<file path="config.mk">
export PLATFORM = sky130hd
export DESIGN_NAME = voice_scan_mixer_flat
export DESIGN_NICKNAME = d
export VERILOG_FILES = /design/src/rtl/voice_scan_mixer_if.sv /design/src/rtl/voice_scan_mixer.sv /design/src/flat_wrapper.sv
export SDC_FILE = /design/constraint.sdc
export NUM_CORES = 1
export LEC_CHECK = 0
export BUFFER_PORTS_ARGS = -buffer_cell sky130_fd_sc_hd__clkbuf_2
export CORE_ASPECT_RATIO = 1.2
export CORE_MARGIN = 1.5
export CORE_UTILIZATION = 54
export DETAILED_ROUTE_END_ITERATION = 6
export HOLD_SLACK_MARGIN = 0.02
export PLACE_DENSITY = 0.78
export SLEW_MARGIN = 20
export SYNTH_ARGS = -nofsm -noshare
export SYNTH_HDL_FRONTEND = slang
export SYNTH_SLANG_ARGS = --single-unit
export TNS_END_PERCENT = 1
</file>
<file path="constraint.sdc">
create_clock -name clk -period 3.25 [get_ports clk]
set_clock_uncertainty 0.2 [all_clocks]
set_input_delay 0.8125 -clock clk [delete_from_list [all_inputs] [get_ports clk]]
set_output_delay 0.8125 -clock clk [all_outputs]
set_load 0.02 [all_outputs]
</file>
<file path="src/rtl/voice_scan_mixer_if.sv">
// Handshake bundle between the mixer, its voice mux and the sample-rate divider.
interface voice_scan_mixer_if;
  logic       sample_tick;
  logic [7:0] voice_en;
  logic [7:0] mux_in;
  logic [2:0] sel;
  logic [7:0] sample;
  logic       sample_valid;
  logic       busy;
  logic       overrun;

  modport master (
    output sample_tick, voice_en, mux_in,
    input  sel, sample, sample_valid, busy, overrun
  );

  modport slave (
    input  sample_tick, voice_en, mux_in,
    output sel, sample, sample_valid, busy, overrun
  );
endinterface

</file>
<file path="src/rtl/voice_scan_mixer.sv">
// Steps the voice mux select 0..7 once per sample tick, sums enabled voices,
// then emits one shifted, saturated 8-bit mixed sample with a valid strobe.
module voice_scan_mixer #(
  parameter int GAIN_SHIFT = 3
) (
  input logic              clk,
  input logic              reset,
  voice_scan_mixer_if.slave bus
);
  typedef enum logic [1:0] {IDLE, SCAN, DONE} state_t;

  state_t      state;
  logic [2:0]  sel;
  logic [7:0]  en_q;
  logic [10:0] acc;
  logic [7:0]  sample;
  logic        sample_valid;
  logic        busy;
  logic        overrun;
  logic [10:0] shifted;
  logic [7:0]  sat;

  // Saturation happens after the shift, so a full-scale sum at shift 0 clamps.
  assign shifted = acc >> GAIN_SHIFT;
  assign sat     = (shifted > 11'd255) ? 8'hFF : shifted[7:0];

  always_ff @(posedge clk) begin
    if (reset) begin
      state        <= IDLE;
      sel          <= 3'd0;
      en_q         <= 8'h00;
      acc          <= 11'd0;
      sample       <= 8'd0;
      sample_valid <= 1'b0;
      busy         <= 1'b0;
      overrun      <= 1'b0;
    end else begin
      sample_valid <= 1'b0;
      if (bus.sample_tick && state != IDLE) overrun <= 1'b1;
      case (state)
        IDLE: begin
          sel <= 3'd0;
          if (bus.sample_tick) begin
            en_q  <= bus.voice_en;
            acc   <= 11'd0;
            busy  <= 1'b1;
            state <= SCAN;
          end
        end
        SCAN: begin
          // sel doubles as the voice counter; it wraps to 0 after voice 7.
          acc <= acc + (en_q[sel] ? {3'b000, bus.mux_in} : 11'd0);
          sel <= sel + 3'd1;
          if (sel == 3'd7) state <= DONE;
        end
        DONE: begin
          sample       <= sat;
          sample_valid <= 1'b1;
          busy         <= 1'b0;
          state        <= IDLE;
        end
        default: state <= IDLE;
      endcase
    end
  end

  assign bus.sel          = sel;
  assign bus.sample       = sample;
  assign bus.sample_valid = sample_valid;
  assign bus.busy         = busy;
  assign bus.overrun      = overrun;
endmodule

</file>
<file path="src/flat_wrapper.sv">
// flat-port wrapper written by rule: the top's interface ports become plain ports
module voice_scan_mixer_flat 
#(
  parameter int GAIN_SHIFT = 3
)
  (clk, reset, bus_sample_tick, bus_voice_en, bus_mux_in, bus_sel, bus_sample, bus_sample_valid, bus_busy, bus_overrun);
  voice_scan_mixer_if bus_i ();
  input logic clk;
  input logic reset;
  input wire logic [$bits(bus_i.sample_tick)-1:0] bus_sample_tick;
  input wire logic [$bits(bus_i.voice_en)-1:0] bus_voice_en;
  input wire logic [$bits(bus_i.mux_in)-1:0] bus_mux_in;
  output wire logic [$bits(bus_i.sel)-1:0] bus_sel;
  output wire logic [$bits(bus_i.sample)-1:0] bus_sample;
  output wire logic [$bits(bus_i.sample_valid)-1:0] bus_sample_valid;
  output wire logic [$bits(bus_i.busy)-1:0] bus_busy;
  output wire logic [$bits(bus_i.overrun)-1:0] bus_overrun;
  assign bus_i.sample_tick = bus_sample_tick;
  assign bus_i.voice_en = bus_voice_en;
  assign bus_i.mux_in = bus_mux_in;
  assign bus_sel = bus_i.sel;
  assign bus_sample = bus_i.sample;
  assign bus_sample_valid = bus_i.sample_valid;
  assign bus_busy = bus_i.busy;
  assign bus_overrun = bus_i.overrun;
  voice_scan_mixer #(.GAIN_SHIFT(GAIN_SHIFT)) u_core (.clk(clk), .reset(reset), .bus(bus_i));
endmodule
</file>
==> results.txt <==
fillers: 285
Cell Pwr Density: 387 mW/mm^2
Routed WL per cell: 14.1 um
postcts setup bufs: 0
critical path capture point type: flop
hold depth: 2
Ant. Diodes: 0
Lkg Pwr: 0.862 nW
core region area: 0.00303 mm^2
Max-Cap Viols: 0
Routed WL: 3580 um
Area Growth Syn to Fin: 12.6%
fin area: 0.00192 mm^2
sequential cell area fraction in the yosys report: 41.0%
peak supply drop: 0.251 mV
r2r endpoint: u_core.acc[10]$_SDFFE_PP0P_
vias in the first global route: 1,378
CP Class: reg2reg
Fmax: 326 MHz
clock tree root buffer cell: clkbuf_4
count of final setup violators: 0
Cells after DPL: 249
Min-Delay Path Class: reg2reg
post-synthesis instance area: 0.00171 mm^2
area post-placement: 0.00188 mm^2
largest fanout on the critical path: 7
R2R depth: 10
largest net degree at the start of global routing: 33
CP startpoint kind: flop
Avg Vias per Cell: 5.58
unrepaired setup endpoints after global routing: false
sink of the worst hold path: u_core.bus.overrun$_SDFFE_PP0P_
syn_area_per_cell: 9.04 um^2
sw power: 194 uW
Synth Flop Type: dfxtp_1
share of layout cells above drive strength 1: 22.8%
Yosys top cell area share: 41.0%
post-DP HPWL: 2720 um
FF-to-FF setup slack: 180 ps
Longest Clk Path Bufs: 2
ys async rst share: 0%
Int Pwr: 551 uW
Final #Nets: 250
CTS H-Tree Depth: 2
logic gate share of total power: 10.6%
Post-synth EDFFs: 0
Die H: 64.6 um
Synth Instances: 189
yosys warns: 0
largest area contributor in the netlist: dfxtp_1
die area: 0.00351 mm^2
hold_sp: u_core.bus.overrun$_SDFFE_PP0P_
fin cells: 255
Seq pwr share: 60.3%
syn_nets: 219
CTS sink cnt: 35
CTS Hold Bufs: 0
gr usage total: 23.1%
final setup margin: 180 ps
Clk Latency, worst-skew pair: 330 ps
DR pass1 iterations: 4
CTS tree: done
Final Power: 744 uW
aggregate global routing overflow: 0
Sw Ratio: 26.0%
Place WS: 168 ps
TritonCTS Buffers: 5
starting density of the core: 56.4%
Clock transition at path regs: 100 ps
max-slew violations: 0
register bit total from synthesis: 35
Worst slew margin: 57.0%
post-route ant nets: 0
I/O Buffers: 32
first-pass GRT wire length: 5800 um
Synth area leaders: dfxtp_1, nand2_1, a21oi_1, ha_1, nor2b_1
Reg area: 702 um^2
Post-route DRC: 0
Tightest Pin Transition: 646 ps
initial antenna violation count: 0
Top Ports: 33
final setup TNS: 0 ps
Worst R2R Start: u_core.bus.sel[1]$_SDFFE_PP0P_
Iter 0 DRT Violations: 33
WP data required: 3250 ps
RePlAce Congestion: 0.860
Row Count: 22
via count: 1,422
Yosys cell types: 42
Final period util: 94.4%
clock share of power: 29.1%
Hold Vio Cnt, Final: 0
multi-input gate area in the final layout: 957 um^2
status: complete, no violations
post-CTS sizing: 0
critical path data arrival time: 3070 ps
min Tclk post-route: 3070 ps
Die Wd: 54.4 um
-- logic make-up (layout without fill, tap and decap cells) --
group           count (synthesis)  in the layout  share of synthesized area, %
buf+inv                        11             41                          3.00
flops                          35             35                          41.0
simple gates                   69             69                          19.2
compound gates                 52             52                          20.0
mux                             6              6                          5.78
fa+ha+maj                      11             11                          8.49
xor+xnor                        5              5                          2.56
-- worst max-delay path, stage by stage (launching register included) --
cell and delay [ps]:
dfxtp_1 430, mux4_2 550, mux2i_4 160, buf_4 180, nor2b_1 80, fa_1 450
a211oi_1 310, o21ai_2 120, o221ai_2 230, or3_1 160, a21oi_1 70
-- flip-flops by register name, indices dropped and copies added, names as in the netlist --
signal,cells
u_core.en_q,8
u_core.bus.overrun,1
u_core.bus.sel,3
u_core.bus.busy,1
u_core.bus.sample,8
u_core.acc,11
u_core.state,2
u_core.bus.sample_valid,1
-- how the worst max path moves through the flow --
| stage | start | endpoint | slack, ps | cells past startpoint |
|---|---|---|---|---|
| after floorplan | u_core.bus.sel[0]$_SDFFE_PP0P_ | u_core.acc[10]$_SDFFE_PP0P_ | 150 | 10 |
| after global placement | u_core.bus.sel[0]$_SDFFE_PP0P_ | u_core.acc[10]$_SDFFE_PP0P_ | 270 | 10 |
| final | u_core.bus.sel[1]$_SDFFE_PP0P_ | u_core.acc[10]$_SDFFE_PP0P_ | 180 | 10 |
| after CTS | u_core.bus.sel[0]$_SDFFE_PP0P_ | u_core.acc[10]$_SDFFE_PP0P_ | 140 | 10 |
| after detailed placement | u_core.bus.sel[0]$_SDFFE_PP0P_ | u_core.acc[10]$_SDFFE_PP0P_ | 170 | 10 |
| after global routing | u_core.bus.sel[1]$_SDFFE_PP0P_ | u_core.acc[10]$_SDFFE_PP0P_ | 10 | 10 |
-- through the flow --
step | util, % | hold WS [ps]
3_5_place_dp | 62.0 | 247
4_1_cts | 63.5 | 262
2_1_floorplan | - | 233
5_1_grt | 63.6 | 279
3_3_place_gp | 62.0 | 237
6_report | 63.6 | 258
-- synth_stat cells (2+ instances only) --
library cell and instances:
inv_1 2, clkbuf_1 4, nor2_1 9, nand3_1 2, nor2b_2 2, buf_1 2
nand2_1 37, or3_1 2, a21o_1 5, ha_1 10, a22o_1 4, a22oi_1 5
and2_1 2, o21ai_0 2, xnor2_1 2, dfxtp_1 35, mux2i_1 2, buf_2 2
a21oi_1 25, nor2b_1 8, mux4_2 2, o211ai_1 3, xor2_1 3
-- metal layers --
layer	vias to the layer above	track usage (%)	part of all wire, %
li1	721	-	-
met3	9	6.45	4.1
met1	657	23.4	39
met4	0	9.69	1.9
met5	-	0	0
met2	35	41.9	55
-- power by group through the flow --
stage	registers [mW]	clock network, mW	logic, mW
finish	0.449	0.217	0.0788
floorplan	0.459	0	0.0528
detailed placement	0.458	0	0.0792
CTS	0.449	0.229	0.0796
global placement	0.457	0	0.0764
global route	0.450	0.240	0.0883
-- cells in the final DEF, fill, tap and decap left out, drive strengths merged, types with 3 or more instances in the layout --
cell     n
ha      10
nand2   37
mux2i    3
a22oi    5
o211ai   3
clkbuf  37
a22o     4
a21o     6
o21ai    3
a21oi   26
dfxtp   35
nor2     9
xor2     3
nor2b   11
-- cell type report --
cell class | count | share of cell area [%]
Clock buffer | 5 | 1.95
Clock inverter | 1 | 0.390
Inverter | 2 | 0.390
Multi-Input combinational cell | 143 | 49.7
Sequential cell | 35 | 36.5
Tap cell | 36 | 2.34
Timing Repair Buffer | 33 | 8.71
No activity file was read; power rests on OpenSTA's default activity.
